## src/rtl/bids22_pkg.sv

```systemverilog
// Shared definitions for the BIDS22 host-side sequencer: engine opcodes, sequencer
// states, error codes and the configuration-phase command table.
package bids22_pkg;

    localparam logic [3:0] OP_NOP        = 4'd0;
    localparam logic [3:0] OP_UNLOCK     = 4'd1;
    localparam logic [3:0] OP_LOCK       = 4'd2;
    localparam logic [3:0] OP_LOAD_X     = 4'd3;
    localparam logic [3:0] OP_LOAD_Y     = 4'd4;
    localparam logic [3:0] OP_LOAD_Z     = 4'd5;
    localparam logic [3:0] OP_SET_MASK   = 4'd6;
    localparam logic [3:0] OP_SET_TIMER  = 4'd7;
    localparam logic [3:0] OP_BID_CHARGE = 4'd8;

    localparam int CFG_OPS = 7;

    typedef enum logic [2:0] {
        ST_IDLE,
        ST_CFG,
        ST_ROUND,
        ST_DRAIN,
        ST_OVER,
        ST_DONE,
        ST_ERROR
    } seq_state_e;

    localparam logic [2:0] SEQ_ERR_CFG        = 3'b001;
    localparam logic [2:0] SEQ_ERR_START      = 3'b011;
    localparam logic [2:0] SEQ_ERR_ROUND_OVER = 3'b100;
    localparam logic [2:0] SEQ_ERR_UNLOCK     = 3'b101;

    localparam logic [2:0] ENG_ERR_NONE     = 3'b000;
    localparam logic [2:0] ENG_ERR_LOCKED   = 3'b001;
    localparam logic [2:0] ENG_ERR_BAD_KEY  = 3'b010;
    localparam logic [2:0] ENG_ERR_BAD_OP   = 3'b011;
    localparam logic [2:0] ENG_ERR_BAD_DATA = 3'b100;

    // Data sources are named rather than carried, so the table stays width-agnostic.
    typedef enum logic [2:0] {
        SRC_X,
        SRC_Y,
        SRC_Z,
        SRC_MASK,
        SRC_TIMER,
        SRC_COST,
        SRC_KEY
    } cfg_src_e;

    typedef struct packed {
        logic [3:0] op;
        cfg_src_e   src;
    } cfg_cmd_t;

    function automatic cfg_cmd_t cfg_cmd(input logic [2:0] idx);
        cfg_cmd_t c;
        case (idx)
            3'd0:    c = '{op: OP_LOAD_X,     src: SRC_X};
            3'd1:    c = '{op: OP_LOAD_Y,     src: SRC_Y};
            3'd2:    c = '{op: OP_LOAD_Z,     src: SRC_Z};
            3'd3:    c = '{op: OP_SET_MASK,   src: SRC_MASK};
            3'd4:    c = '{op: OP_SET_TIMER,  src: SRC_TIMER};
            3'd5:    c = '{op: OP_BID_CHARGE, src: SRC_COST};
            default: c = '{op: OP_LOCK,       src: SRC_KEY};
        endcase
        return c;
    endfunction

endpackage

```

## src/rtl/bids22_round_sequencer.sv

```systemverilog
// Drives the BIDS22 engine command port through one full session per go pulse:
// configure, lock, run the bidding rounds, then unlock.
module bids22_round_sequencer
    import bids22_pkg::*;
#(
    parameter int DATA_W = 32,
    parameter int RND_W  = 8
) (
    input  logic              clk,
    input  logic              reset_n,
    input  logic              go,
    input  logic [DATA_W-1:0] cfg_key,
    input  logic [DATA_W-1:0] cfg_x_init,
    input  logic [DATA_W-1:0] cfg_y_init,
    input  logic [DATA_W-1:0] cfg_z_init,
    input  logic [2:0]        cfg_mask,
    input  logic [3:0]        cfg_timer,
    input  logic [DATA_W-1:0] cfg_bid_cost,
    input  logic [RND_W-1:0]  cfg_rounds,
    input  logic [RND_W-1:0]  cfg_round_len,
    input  logic              ready,
    input  logic [2:0]        err,
    input  logic              roundOver,
    input  logic [DATA_W-1:0] maxBid,
    input  logic              X_win,
    input  logic              Y_win,
    input  logic              Z_win,
    output logic [3:0]        C_op,
    output logic [DATA_W-1:0] C_data,
    output logic              C_start,
    output logic              busy,
    output logic              done,
    output logic              result_valid,
    output logic [DATA_W-1:0] last_max_bid,
    output logic [2:0]        last_winner,
    output logic [RND_W-1:0]  round_count,
    output logic              seq_err,
    output logic [2:0]        seq_err_code
);

    seq_state_e        state_q, state_d;
    logic [2:0]        idx_q, idx_d;
    logic              issued_q, issued_d;
    logic [RND_W-1:0]  cnt_q, cnt_d;

    logic [DATA_W-1:0] key_q, key_d;
    logic [DATA_W-1:0] x_init_q, x_init_d;
    logic [DATA_W-1:0] y_init_q, y_init_d;
    logic [DATA_W-1:0] z_init_q, z_init_d;
    logic [2:0]        mask_q, mask_d;
    logic [3:0]        timer_q, timer_d;
    logic [DATA_W-1:0] cost_q, cost_d;
    logic [RND_W-1:0]  rounds_q, rounds_d;
    logic [RND_W-1:0]  len_q, len_d;

    logic [3:0]        c_op_q, c_op_d;
    logic [DATA_W-1:0] c_data_q, c_data_d;
    logic              c_start_q, c_start_d;
    logic              busy_q, busy_d;
    logic              done_q, done_d;
    logic              result_valid_q, result_valid_d;
    logic [DATA_W-1:0] last_max_bid_q, last_max_bid_d;
    logic [2:0]        last_winner_q, last_winner_d;
    logic [RND_W-1:0]  round_count_q, round_count_d;
    logic              seq_err_q, seq_err_d;
    logic [2:0]        seq_err_code_q, seq_err_code_d;

    logic [2:0]        next_idx;
    cfg_cmd_t          cmd;
    logic [DATA_W-1:0] cmd_data;
    logic              last_round;
    logic              fault;
    logic [2:0]        fault_code;

    // An op only advances the index once it was actually presented to the engine.
    assign next_idx   = issued_q ? idx_q + 3'd1 : idx_q;
    assign last_round = (round_count_q == rounds_q - RND_W'(1));

    always_comb begin
        cmd      = cfg_cmd(next_idx);
        cmd_data = '0;
        case (cmd.src)
            SRC_X:     cmd_data = x_init_q;
            SRC_Y:     cmd_data = y_init_q;
            SRC_Z:     cmd_data = z_init_q;
            SRC_MASK:  cmd_data = DATA_W'(mask_q);
            SRC_TIMER: cmd_data = DATA_W'(timer_q);
            SRC_COST:  cmd_data = cost_q;
            SRC_KEY:   cmd_data = key_q;
            default:   cmd_data = '0;
        endcase
    end

    always_comb begin
        state_d        = state_q;
        idx_d          = idx_q;
        issued_d       = issued_q;
        cnt_d          = cnt_q;
        key_d          = key_q;
        x_init_d       = x_init_q;
        y_init_d       = y_init_q;
        z_init_d       = z_init_q;
        mask_d         = mask_q;
        timer_d        = timer_q;
        cost_d         = cost_q;
        rounds_d       = rounds_q;
        len_d          = len_q;
        c_op_d         = OP_NOP;
        c_data_d       = '0;
        c_start_d      = 1'b0;
        busy_d         = busy_q;
        done_d         = 1'b0;
        result_valid_d = 1'b0;
        last_max_bid_d = last_max_bid_q;
        last_winner_d  = last_winner_q;
        round_count_d  = round_count_q;
        seq_err_d      = seq_err_q;
        seq_err_code_d = seq_err_code_q;
        fault          = 1'b0;
        fault_code     = '0;

        case (state_q)
            ST_IDLE: begin
                if (go) begin
                    key_d         = cfg_key;
                    x_init_d      = cfg_x_init;
                    y_init_d      = cfg_y_init;
                    z_init_d      = cfg_z_init;
                    mask_d        = cfg_mask;
                    timer_d       = cfg_timer;
                    cost_d        = cfg_bid_cost;
                    rounds_d      = cfg_rounds;
                    len_d         = (cfg_round_len == '0) ? RND_W'(1) : cfg_round_len;
                    round_count_d = '0;
                    if (cfg_rounds == '0) begin
                        state_d = ST_DONE;
                        done_d  = 1'b1;
                        busy_d  = 1'b0;
                    end else begin
                        state_d  = ST_CFG;
                        busy_d   = 1'b1;
                        idx_d    = 3'd0;
                        issued_d = ready;
                        if (ready) begin
                            c_op_d   = OP_LOAD_X;
                            c_data_d = cfg_x_init;
                        end
                    end
                end
            end
            ST_CFG: begin
                if (issued_q && err != ENG_ERR_NONE) begin
                    fault      = 1'b1;
                    fault_code = SEQ_ERR_CFG;
                end else if (issued_q && idx_q == 3'(CFG_OPS - 1)) begin
                    state_d   = ST_ROUND;
                    cnt_d     = '0;
                    c_start_d = 1'b1;
                end else begin
                    idx_d    = next_idx;
                    issued_d = ready;
                    if (ready) begin
                        c_op_d   = cmd.op;
                        c_data_d = cmd_data;
                    end
                end
            end
            ST_ROUND: begin
                // cnt_q == 0 marks the start cycle; later cycles are player activity.
                if (cnt_q == '0 && err != ENG_ERR_NONE) begin
                    fault      = 1'b1;
                    fault_code = SEQ_ERR_START;
                end else if (cnt_q == len_q) begin
                    state_d = ST_DRAIN;
                end else begin
                    cnt_d     = cnt_q + RND_W'(1);
                    c_start_d = 1'b1;
                end
            end
            ST_DRAIN: begin
                state_d = ST_OVER;
                if (last_round) begin
                    c_op_d   = OP_UNLOCK;
                    c_data_d = key_q;
                end else begin
                    c_start_d = 1'b1;
                end
            end
            ST_OVER: begin
                if (!roundOver) begin
                    fault      = 1'b1;
                    fault_code = SEQ_ERR_ROUND_OVER;
                end else begin
                    last_max_bid_d = maxBid;
                    last_winner_d  = {X_win, Y_win, Z_win};
                    result_valid_d = 1'b1;
                    round_count_d  = round_count_q + RND_W'(1);
                    if (last_round) begin
                        if (err != ENG_ERR_NONE) begin
                            fault      = 1'b1;
                            fault_code = SEQ_ERR_UNLOCK;
                        end else begin
                            state_d = ST_DONE;
                            done_d  = 1'b1;
                            busy_d  = 1'b0;
                        end
                    end else if (err != ENG_ERR_NONE) begin
                        // This cycle doubled as the next round's start cycle.
                        fault      = 1'b1;
                        fault_code = SEQ_ERR_START;
                    end else begin
                        state_d   = ST_ROUND;
                        cnt_d     = RND_W'(1);
                        c_start_d = 1'b1;
                    end
                end
            end
            ST_DONE: begin
                state_d = ST_IDLE;
            end
            ST_ERROR: begin
                state_d = ST_ERROR;
            end
            default: begin
                state_d = ST_IDLE;
            end
        endcase

        if (fault) begin
            state_d   = ST_ERROR;
            busy_d    = 1'b0;
            seq_err_d = 1'b1;
            c_op_d    = OP_NOP;
            c_data_d  = '0;
            c_start_d = 1'b0;
            if (!seq_err_q) begin
                seq_err_code_d = fault_code;
            end
        end
    end

    always_ff @(posedge clk or negedge reset_n) begin
        if (!reset_n) begin
            state_q        <= ST_IDLE;
            idx_q          <= '0;
            issued_q       <= 1'b0;
            cnt_q          <= '0;
            key_q          <= '0;
            x_init_q       <= '0;
            y_init_q       <= '0;
            z_init_q       <= '0;
            mask_q         <= '0;
            timer_q        <= '0;
            cost_q         <= '0;
            rounds_q       <= '0;
            len_q          <= '0;
            c_op_q         <= OP_NOP;
            c_data_q       <= '0;
            c_start_q      <= 1'b0;
            busy_q         <= 1'b0;
            done_q         <= 1'b0;
            result_valid_q <= 1'b0;
            last_max_bid_q <= '0;
            last_winner_q  <= '0;
            round_count_q  <= '0;
            seq_err_q      <= 1'b0;
            seq_err_code_q <= '0;
        end else begin
            state_q        <= state_d;
            idx_q          <= idx_d;
            issued_q       <= issued_d;
            cnt_q          <= cnt_d;
            key_q          <= key_d;
            x_init_q       <= x_init_d;
            y_init_q       <= y_init_d;
            z_init_q       <= z_init_d;
            mask_q         <= mask_d;
            timer_q        <= timer_d;
            cost_q         <= cost_d;
            rounds_q       <= rounds_d;
            len_q          <= len_d;
            c_op_q         <= c_op_d;
            c_data_q       <= c_data_d;
            c_start_q      <= c_start_d;
            busy_q         <= busy_d;
            done_q         <= done_d;
            result_valid_q <= result_valid_d;
            last_max_bid_q <= last_max_bid_d;
            last_winner_q  <= last_winner_d;
            round_count_q  <= round_count_d;
            seq_err_q      <= seq_err_d;
            seq_err_code_q <= seq_err_code_d;
        end
    end

    assign C_op         = c_op_q;
    assign C_data       = c_data_q;
    assign C_start      = c_start_q;
    assign busy         = busy_q;
    assign done         = done_q;
    assign result_valid = result_valid_q;
    assign last_max_bid = last_max_bid_q;
    assign last_winner  = last_winner_q;
    assign round_count  = round_count_q;
    assign seq_err      = seq_err_q;
    assign seq_err_code = seq_err_code_q;

endmodule

```

## config.mk

```make
export PLATFORM = sky130hd
export DESIGN_NAME = bids22_round_sequencer
export DESIGN_NICKNAME = d
export VERILOG_FILES = /design/src/rtl/bids22_pkg.sv /design/src/rtl/bids22_round_sequencer.sv
export SDC_FILE = /design/constraint.sdc
export NUM_CORES = 1
export LEC_CHECK = 0
export ABC_AREA = 1
export CAP_MARGIN = 40
export CELL_PAD_IN_SITES_DETAIL_PLACEMENT = 0
export CELL_PAD_IN_SITES_GLOBAL_PLACEMENT = 1
export CORE_MARGIN = 2
export CORE_UTILIZATION = 36
export DETAILED_ROUTE_END_ITERATION = 10
export GPL_TIMING_DRIVEN = 0
export HOLD_SLACK_MARGIN = 0.06
export PLACE_DENSITY_LB_ADDON = 0.1
export SLEW_MARGIN = 20
export SYNTH_ARGS = -nofsm -noshare
export SYNTH_HDL_FRONTEND = slang
export SYNTH_SLANG_ARGS = --single-unit
export TNS_END_PERCENT = 30
```

## constraint.sdc

```tcl
create_clock -name clk -period 2 [get_ports clk]
set_input_delay 0.3 -clock clk [delete_from_list [all_inputs] [get_ports clk]]
set_output_delay 0.3 -clock clk [all_outputs]
set_load 0.01 [all_outputs]
```

==> Implementation_results.wiki, run 1 <==
{| class="wikitable"
! Metric !! Value
|-
| Pwr Total || 26.7 mW
|-
| Clk Tree Root Cell || sky130_fd_sc_hd__clkbuf_16
|-
| Final setup violation count || 0
|-
| Crit-path max FO || 6
|-
| Area of the core || 36800 um2
|-
| Ys Warns || 0
|-
| Antenna violation net count after detailed routing || 0
|-
| Number of iterations in the first detailed-routing pass || 5
|-
| Final worst path period share || 0.973
|-
| Worst path buffer plus inverter count || 1
|-
| Element type at the critical path end || output port
|-
| Chip width || between 150 and 200 um
|-
| Accumulated negative setup slack || 0 ps
|-
| Timing-limited maximum frequency || 0.514 GHz
|-
| Effective utilization at floorplan || 0.367
|-
| Number of nets in the synthesized netlist || ~2000
|-
| Total vias in the final route || about 13000
|-
| Mux cell area share after synthesis || 0
|-
| Post-detailed-route wirelength per cell || about 18 um
|-
| Category of cells accounting for the largest share of critical-path delay || buffers and inverters
|-
| Detail Placement HPWL || 34.8 mm
|-
| Path depth of the worst reg2reg path || 9
|-
| Syn Area/Cell || about 7.6 um2
|-
| Biggest cell delay along the critical path || between 600 and 700 ps
|-
| Endpoint of the worst-slack reg-to-reg timing path || y_init_q[25]
|-
| Synth Instances || 1766
|-
| Cell Pwr Density || between 1000 and 1500 nW/um2
|-
| Synth Register Bits || ~290
|-
| Detailed router's first-iteration violation count || 946
|-
| Maximum root-to-sink buffer count || 3
|-
| Post-synthesis share of cell area spent on full adders, half adders and majority gates || 0.00556
|-
| Clock sinks || between 200 and 300
|-
| Post-synthesis instance area || approximately 14000 um2
|-
| Standby leakage power || around 9.6 nW
|-
| Share of post-route cells with drive strength above 1 || 0.105
|-
| Worst reg2reg startpoint || state_q[0]
|-
| Largest family of logic cells by synthesized area || simple AND/OR/NAND/NOR gates
|-
| Area taken by multi-input logic gates || slightly below 6000 um2
|-
| Count of flip-flops with a built-in enable after synthesis || 0
|-
| Sequential fraction of the synthesis area || 0.528
|-
| Number of placed instances, taps included || 2550
|-
| Slew of the pin with the lowest slew margin || around 750 ps
|-
| Global-route wire length before repair || 72.8 mm
|-
| Clock transition at path regs || around 60 ps
|-
| Number of buffers created by CTS || 36
|-
| Floorplan die area || 39100 um2
|-
| Run status || complete, no violations
|-
| Primary flip-flop cell chosen by synthesis mapping || sky130_fd_sc_hd__dfrtp_1
|-
| Maximum level of the CTS H-tree || 2
|-
| Hold Vio Cnt, Final || 0
|-
| CTS tree || yes
|-
| Detail-routed via count per cell || a little under 5
|-
| Category of the critical setup timing path || reg -> out
|-
| Via count of the first global-routing pass || about 13000
|-
| Weighted congestion at the end of routability-driven global placement || between 0.8 and 0.9
|-
| Worst-skew pair later-pin latency || 520 ps
|-
| Layout Skew || ~13 ps
|-
| Pin count of the biggest net entering global routing || 95
|-
| Normalized max-slew margin || 0.500
|-
| Path class of the lowest-slack min-delay path || in -> async
|-
| Final net count || 2376
|-
| Total Routing Usage GR || 0.244
|-
| Placement Rows || 70
|-
| Register-to-register setup slack || approximately 70 ps
|-
| IR drop worst, VDD || ~0.8 mV
|-
| Data arrival time of the critical path || around 1700 ps
|-
| Slowest CP cell || sky130_fd_sc_hd__clkdlybuf4s50_1
|-
| Storage cell area || slightly above 7000 um2
|-
| Post-synthesis share of cell area spent on xor and xnor gates || 0.00973
|-
| Congestion Overflow GR || 0
|-
| Distinct cell type count after synthesis || between 40 and 50
|-
| Die extent in y || 198 um
|-
| Count of port buffers added during placement || roughly 310
|-
| Routed WL || 48.2 mm
|-
| Remaining design rule violation count || 0
|-
| Final Slew Violations || 0
|-
| Final critical path time including I/O delays and setup || 1950 ps
|-
| Ports placed on the boundary || about 310
|-
| Filler cell count || 3636
|-
| Antenna violations before repair || 5
|-
| Simple logic cell fraction of the synthesized area || 0.374
|-
| Data required time of the worst path || approximately 1700 ps
|-
| Type of element launching the critical path || flip-flop
|-
| Synthesis-to-finish area growth || 41.7%
|-
| Unrepaired setup endpoints after global routing || true
|-
| Non-filler cells, final || around 2600
|-
| Async set or reset register ratio after synthesis || 1.00
|-
| Max-cap check violation count || 0
|-
| List of cells traversed by the critical path || clkdlybuf4s50_1
|-
| Fraction of the mapped netlist area in compound gates || 0.0315
|}
state kept, by name, summed over array words and instances, names as in the netlist, 8 cells and up:
signal,flops
round_count,8
C_data,32
y_init_q,32
z_init_q,32
len_q,8
rounds_q,8
x_init_q,32
key_q,32
last_max_bid,32
cnt_q,8
cost_q,32
logic make-up after synthesis:
kind of cell | count (synthesis)
simple gates | 1220
flops | 285
buf+inv | 161
compound gates | 79
xor+xnor | 15
fa+ha+maj | 6
cells in the final DEF, fill, tap and decap left out, types with 8 or more instances in the layout:
master                            instances
sky130_fd_sc_hd__inv_1                   58
sky130_fd_sc_hd__inv_2                   10
sky130_fd_sc_hd__nor2_1                  43
sky130_fd_sc_hd__buf_4                   30
sky130_fd_sc_hd__nand2_2                 13
sky130_fd_sc_hd__nor2_4                  11
sky130_fd_sc_hd__clkbuf_16               38
sky130_fd_sc_hd__o21ai_0                 26
sky130_fd_sc_hd__nand2_1                925
sky130_fd_sc_hd__buf_2                   21
sky130_fd_sc_hd__nand4_1                 41
sky130_fd_sc_hd__clkbuf_1                27
sky130_fd_sc_hd__a21oi_1                 12
sky130_fd_sc_hd__buf_8                    8
sky130_fd_sc_hd__dfrtp_1                282
sky130_fd_sc_hd__nand3_1                147
sky130_fd_sc_hd__clkbuf_4                13
sky130_fd_sc_hd__clkbuf_8                11
sky130_fd_sc_hd__xnor2_1                  9
sky130_fd_sc_hd__clkdlybuf4s50_1        311
sky130_fd_sc_hd__buf_6                   12
sky130_fd_sc_hd__o21ai_1                 30
worst reg2reg max path: cells and delay by family (launching register included):
kind,cells,cell delay [ps]
buffers and inverters,4,810
AND/OR/NAND/NOR,5,670
flip-flops,1,400
how the worst max path moves through the flow:
stage | startpoint | endpoint | slack (ps) | cells past startpoint
6_report | round_count[6] | round_count[6] | 50 | 1
5_1_grt | state_q[0] | y_init_q[25] | -50 | 9
4_1_cts | state_q[2] | last_max_bid[18] | 2 | 8
3_5_place_dp | cfg_rounds[6] | C_op[0] | -510 | 10
3_3_place_gp | reset_n | key_q[12] | -12400 | 1
2_1_floorplan | idx_q[0] | C_data[26] | 240 | 10
routing by layer:
layer  vias to the layer above  track usage  wire length (um)
met3                        77       0.0407              3270
met2                       481        0.379             21700
met4                         0       0.0744              1150
li1                       6315            -                 -
met1                      6159        0.348             22100
met5                         -            0                 0
cells in the mapped netlist, types with 3 or more instances:
cell / number / area, um2
sky130_fd_sc_hd__nor2_1: 51 / 191
sky130_fd_sc_hd__nand3_1: 152 / 761
sky130_fd_sc_hd__nor2_4: 3 / 33.8
sky130_fd_sc_hd__buf_2: 57 / 285
sky130_fd_sc_hd__xnor2_1: 9 / 78.8
sky130_fd_sc_hd__nand2_4: 4 / 45.0
sky130_fd_sc_hd__inv_2: 10 / 37.5
sky130_fd_sc_hd__nand4_1: 41 / 257
sky130_fd_sc_hd__inv_1: 60 / 225
sky130_fd_sc_hd__ha_1: 6 / 75.1
sky130_fd_sc_hd__o21ai_0: 26 / 130
sky130_fd_sc_hd__o21ai_1: 30 / 150
sky130_fd_sc_hd__nor3_1: 7 / 35.0
sky130_fd_sc_hd__buf_4: 3 / 22.5
sky130_fd_sc_hd__xor2_1: 6 / 52.6
sky130_fd_sc_hd__nand3_2: 3 / 30.0
sky130_fd_sc_hd__nand2_2: 5 / 31.3
sky130_fd_sc_hd__a21oi_1: 14 / 70.1
sky130_fd_sc_hd__nor2_2: 6 / 37.5
sky130_fd_sc_hd__clkbuf_1: 27 / 101
sky130_fd_sc_hd__nand2_1: 937 / 3520
sky130_fd_sc_hd__dfrtp_1: 285 / 7130
report_power, final:
group / switching, mW / internal, mW
logic: 6.36 / 4.51
clock network: 2.55 / 3.81
registers: 1.52 / 7.99
total: 10.4 / 16.3
repair_timing:
| action | CTS | global route |
|---|---|---|
| endpoints found under the hold margin | 36 | 0 |
| hold buffers | 1 | 0 |
| buffers inserted | 6 | 15 |
| endpoints found under the setup margin | 211 | 209 |
| gates cloned | 0 | 2 |
| pin swaps | 5 | 13 |
| gates resized for setup | 72 | 68 |
per-stage QoR:
stage | setup slack, ps | area [um2] | utilization | hold slack (ps)
floorplan | 237 | 13500 | - | 4.41
global placement | -12400 | 17200 | 0.468 | 456
detailed placement | -506 | 17300 | 0.471 | 217
CTS | 2.49 | 18700 | 0.509 | 267
global route | -47.1 | 19100 | 0.520 | 291
finish | 54.4 | 19100 | 0.520 | 266
layout make-up:
cell class	count	area share
Sequential cell	285	0.373
Multi-Input combinational cell	1320	0.308
Timing Repair Buffer	339	0.180
Clock buffer	58	0.0582
Buffer	90	0.0336
Tap cell	468	0.0306
Inverter	71	0.0148
Clock inverter	5	0.00170
Antenna cell	5	0.000654
Timing Repair inverter	1	0.000458
No activity file was read; power rests on OpenSTA's default activity.
==> inputs of run 2 (changes only) <==
--- a/config.mk
+++ b/config.mk
@@ -6,7 +6,7 @@
 export NUM_CORES = 1
 export LEC_CHECK = 0
 export ABC_AREA = 1
-export CAP_MARGIN = 40
+export CAP_MARGIN = 15
 export CELL_PAD_IN_SITES_DETAIL_PLACEMENT = 0
 export CELL_PAD_IN_SITES_GLOBAL_PLACEMENT = 1
 export CORE_MARGIN = 2
@@ -19,4 +19,3 @@
 export SYNTH_ARGS = -nofsm -noshare
 export SYNTH_HDL_FRONTEND = slang
 export SYNTH_SLANG_ARGS = --single-unit
-export TNS_END_PERCENT = 30
==> Implementation_results.wiki, run 2 (synthesis gave the netlist of run 1 again) <==
{| class="wikitable"
! Metric !! Value
|-
| Run status || complete, no violations
|-
| IR drop worst, VDD || 0.682 mV (-13%)
|-
| Final Slew Violations || 0 (unchanged)
|-
| Clock transition at path regs || 60 ps (about the same)
|-
| Final worst slack || 36.3 ps (-18.1 ps)
|-
| Storage cell area || 7140 um2 (about the same)
|-
| Max-cap check violation count || 0 (unchanged)
|-
| Clk Tree Root Cell || sky130_fd_sc_hd__clkbuf_16
|-
| Ports placed on the boundary || 313 (unchanged)
|-
| Post-layout utilization of the core || 0.516 (-0.00476)
|-
| Worst path buffer plus inverter count || 2 (+1)
|-
| Total Routing Usage GR || 0.243 (-0.000346)
|-
| Endpoint of the worst-slack reg-to-reg timing path || C_data[12]
|-
| Area of the core || 36800 um2 (unchanged)
|-
| Unrepaired setup endpoints after global routing || true
|-
| Smallest hold slack || 264 ps (-2.27 ps)
|-
| Data required time of the worst path || 2450 ps (+750 ps)
|-
| Area taken by multi-input logic gates || 5850 um2 (-0.60%)
|-
| P_int || 15.9 mW (-2.4%)
|-
| Final critical path time including I/O delays and setup || 1960 ps (+18.1 ps)
|-
| Category of cells accounting for the largest share of critical-path delay || simple AND/OR/NAND/NOR gates
|-
| Floorplan die area || 39100 um2 (unchanged)
|-
| Commonest cells after routing, fill and taps aside || 928 x sky130_fd_sc_hd__nand2_1, 311 x sky130_fd_sc_hd__clkdlybuf4s50_1, 281 x sky130_fd_sc_hd__dfrtp_1
|-
| Pwr Total || 26.2 mW (-2.0%)
|-
| Routed WL || 47.8 mm (-0.85%)
|-
| Number of placed instances, taps included || 2549 (-0.039%)
|-
| Antenna violation net count after detailed routing || 0 (unchanged)
|-
| Type of element launching the critical path || flip-flop
|-
| Die extent in y || 198 um (unchanged)
|-
| Biggest cell delay along the critical path || 400 ps (-220 ps)
|-
| Worst reg2reg startpoint || idx_q[0]
|-
| Path depth of the worst reg2reg path || 11 (+2)
|-
| Final setup violation count || 0 (unchanged)
|-
| Pre-CTS setup slack || -494 ps (+11.9 ps)
|-
| Congestion Overflow GR || 0 (unchanged)
|-
| Standby leakage power || 9.57 nW (-0.78%)
|-
| Worst-skew pair later-pin latency || 530 ps (about the same)
|-
| Synthesis-to-finish area growth || 40.4%
|-
| Count of port buffers added during placement || 312 (unchanged)
|-
| Clock sinks || 285 (unchanged)
|-
| Detail Placement HPWL || 34.8 mm (about the same)
|-
| CTS tree || yes
|-
| Remaining design rule violation count || 0 (unchanged)
|-
| Sequential fraction of design power || 0.362 (+0.006)
|-
| Switching power || 10.3 mW (-1.3%)
|-
| Global-route wire length before repair || 72.5 mm (-0.29%)
|-
| Via count of the first global-routing pass || 12614 (-1.4%)
|-
| Slowest CP cell || sky130_fd_sc_hd__dfrtp_1
|-
| List of cells traversed by the critical path || inv_2, ha_4, nand2_2, o21ai_4, nand2_2, nor2_4, buf_12, nand2_1, nand3_1, o21ai_1, nand3_1
|-
| Total vias in the final route || 12933 (-0.76%)
|-
| Layout Skew || 22.0 ps (+8.57 ps)
|-
| Number of iterations in the first detailed-routing pass || 5 (unchanged)
|-
| Number of buffers created by CTS || 35 (-2.8%)
|-
| Timing-limited maximum frequency || 0.509 GHz (-0.92%)
|-
| Cell Pwr Density || 1380 nW/um2 (-1.1%)
|-
| Maximum root-to-sink buffer count || 3 (unchanged)
|-
| Chip width || 198 um (unchanged)
|-
| Detailed router's first-iteration violation count || 879 (-7.1%)
|-
| Switching part of the total || 0.393 (+0.00276)
|-
| Pin count of the biggest net entering global routing || 95 (unchanged)
|-
| Final worst path period share || 0.982 (+0.00903)
|-
| Normalized max-slew margin || 0.529 (+0.0285)
|-
| Final design area excluding fillers || 19000 um2 (-0.92%)
|-
| Element type at the critical path end || flip-flop
|-
| Antenna violations before repair || 3 (-2)
|-
| Category of the critical setup timing path || reg -> reg
|-
| Commonest non-fill, non-tap cell in the layout || sky130_fd_sc_hd__nand2_1
|-
| Register-to-register setup slack || 40 ps (-30 ps)
|-
| Post-detailed-route wirelength per cell || 18.2 um (-0.32%)
|-
| Maximum level of the CTS H-tree || 2 (unchanged)
|-
| Accumulated negative setup slack || 0 ps (unchanged)
|-
| Weighted congestion at the end of routability-driven global placement || 0.877 (unchanged)
|-
| Logic pwr share || 0.406 (about the same)
|-
| Data arrival time of the critical path || 2410 ps (+760 ps)
|-
| Detail-routed via count per cell || 4.92 (-0.23%)
|-
| Crit-path max FO || 10 (+4)
|-
| Path class of the lowest-slack min-delay path || in -> async
|-
| Clk pwr share || 0.232 (-0.006)
|-
| Effective utilization at floorplan || 0.367 (unchanged)
|-
| Final net count || 2368 (-0.34%)
|-
| Filler cell count || 3657 (+0.58%)
|-
| Share of post-route cells with drive strength above 1 || 0.0992 (-0.00544)
|-
| Non-filler cells, final || 2628 (-0.53%)
|-
| Slew of the pin with the lowest slew margin || 707 ps (-42.7 ps)
|-
| Placement Rows || 70 (unchanged)
|-
| Hold Vio Cnt, Final || 0 (unchanged)
|-
| Area after DPL || 17300 um2 (about the same)
|}
-- run 2: worst max path at each step --
stage             startpoint          to  cells past startpoint
3_3_place_gp         reset_n   key_q[12]                      1
3_5_place_dp   cfg_rounds[6]     C_op[0]                     10
5_1_grt             idx_q[0]  C_data[16]                     13
2_1_floorplan       idx_q[0]  C_data[26]                     10
4_1_cts          rounds_q[0]  C_data[24]                     12
6_report            idx_q[0]  C_data[12]                     11
-- run 2: repair_timing --
| action | 4_1_cts | 5_1_grt |
|---|---|---|
| setup endpoints to repair | 210 | 205 |
| gates resized for setup | 70 | 67 |
| hold buffers | 1 | 0 |
| hold endpoints to repair | 36 | 0 |
| setup buffers | 7 | 10 |
| pin swaps | 6 | 15 |
-- run 2: power by group through the flow --
stage	combinational (mW)	clock [mW]	sequential, mW
2_1_floorplan	5.68	0	9.31
3_3_place_gp	9.37	0	9.51
3_5_place_dp	9.54	0	9.49
4_1_cts	10.1	6.19	9.46
5_1_grt	11.8	6.42	9.74
6_report	10.6	6.07	9.49
-- run 2: metal layers --
| metal | GRT usage | up-vias | wire (um) |
|---|---|---|---|
| met5 | 0 | - | 0 |
| met4 | 0.0624 | 0 | 957 |
| met3 | 0.0438 | 62 | 3300 |
| met2 | 0.380 | 441 | 21600 |
| met1 | 0.349 | 6133 | 21900 |
| li1 | - | 6297 | - |
-- run 2: area by class of cell --
cell class | instances | area share
inverters | 71 | 0.0150
diodes | 3 | 0.000396
clock inverters | 3 | 0.00158
multi-input cells | 1320 | 0.309
repair buffers | 333 | 0.178
well taps | 468 | 0.0309
clock buffers | 55 | 0.0555
flip-flops and latches | 285 | 0.376
plain buffers | 90 | 0.0338
-- run 2: worst register-to-register path: cells and delay by family (launching register included) --
kind / cells / cell delay [ps]
adder cells (fa/ha/maj): 1 / 260
flip-flops: 1 / 400
buffers and inverters: 2 / 280
AND/OR/NAND/NOR: 6 / 760
AO/OA/AOI/OAI: 2 / 210
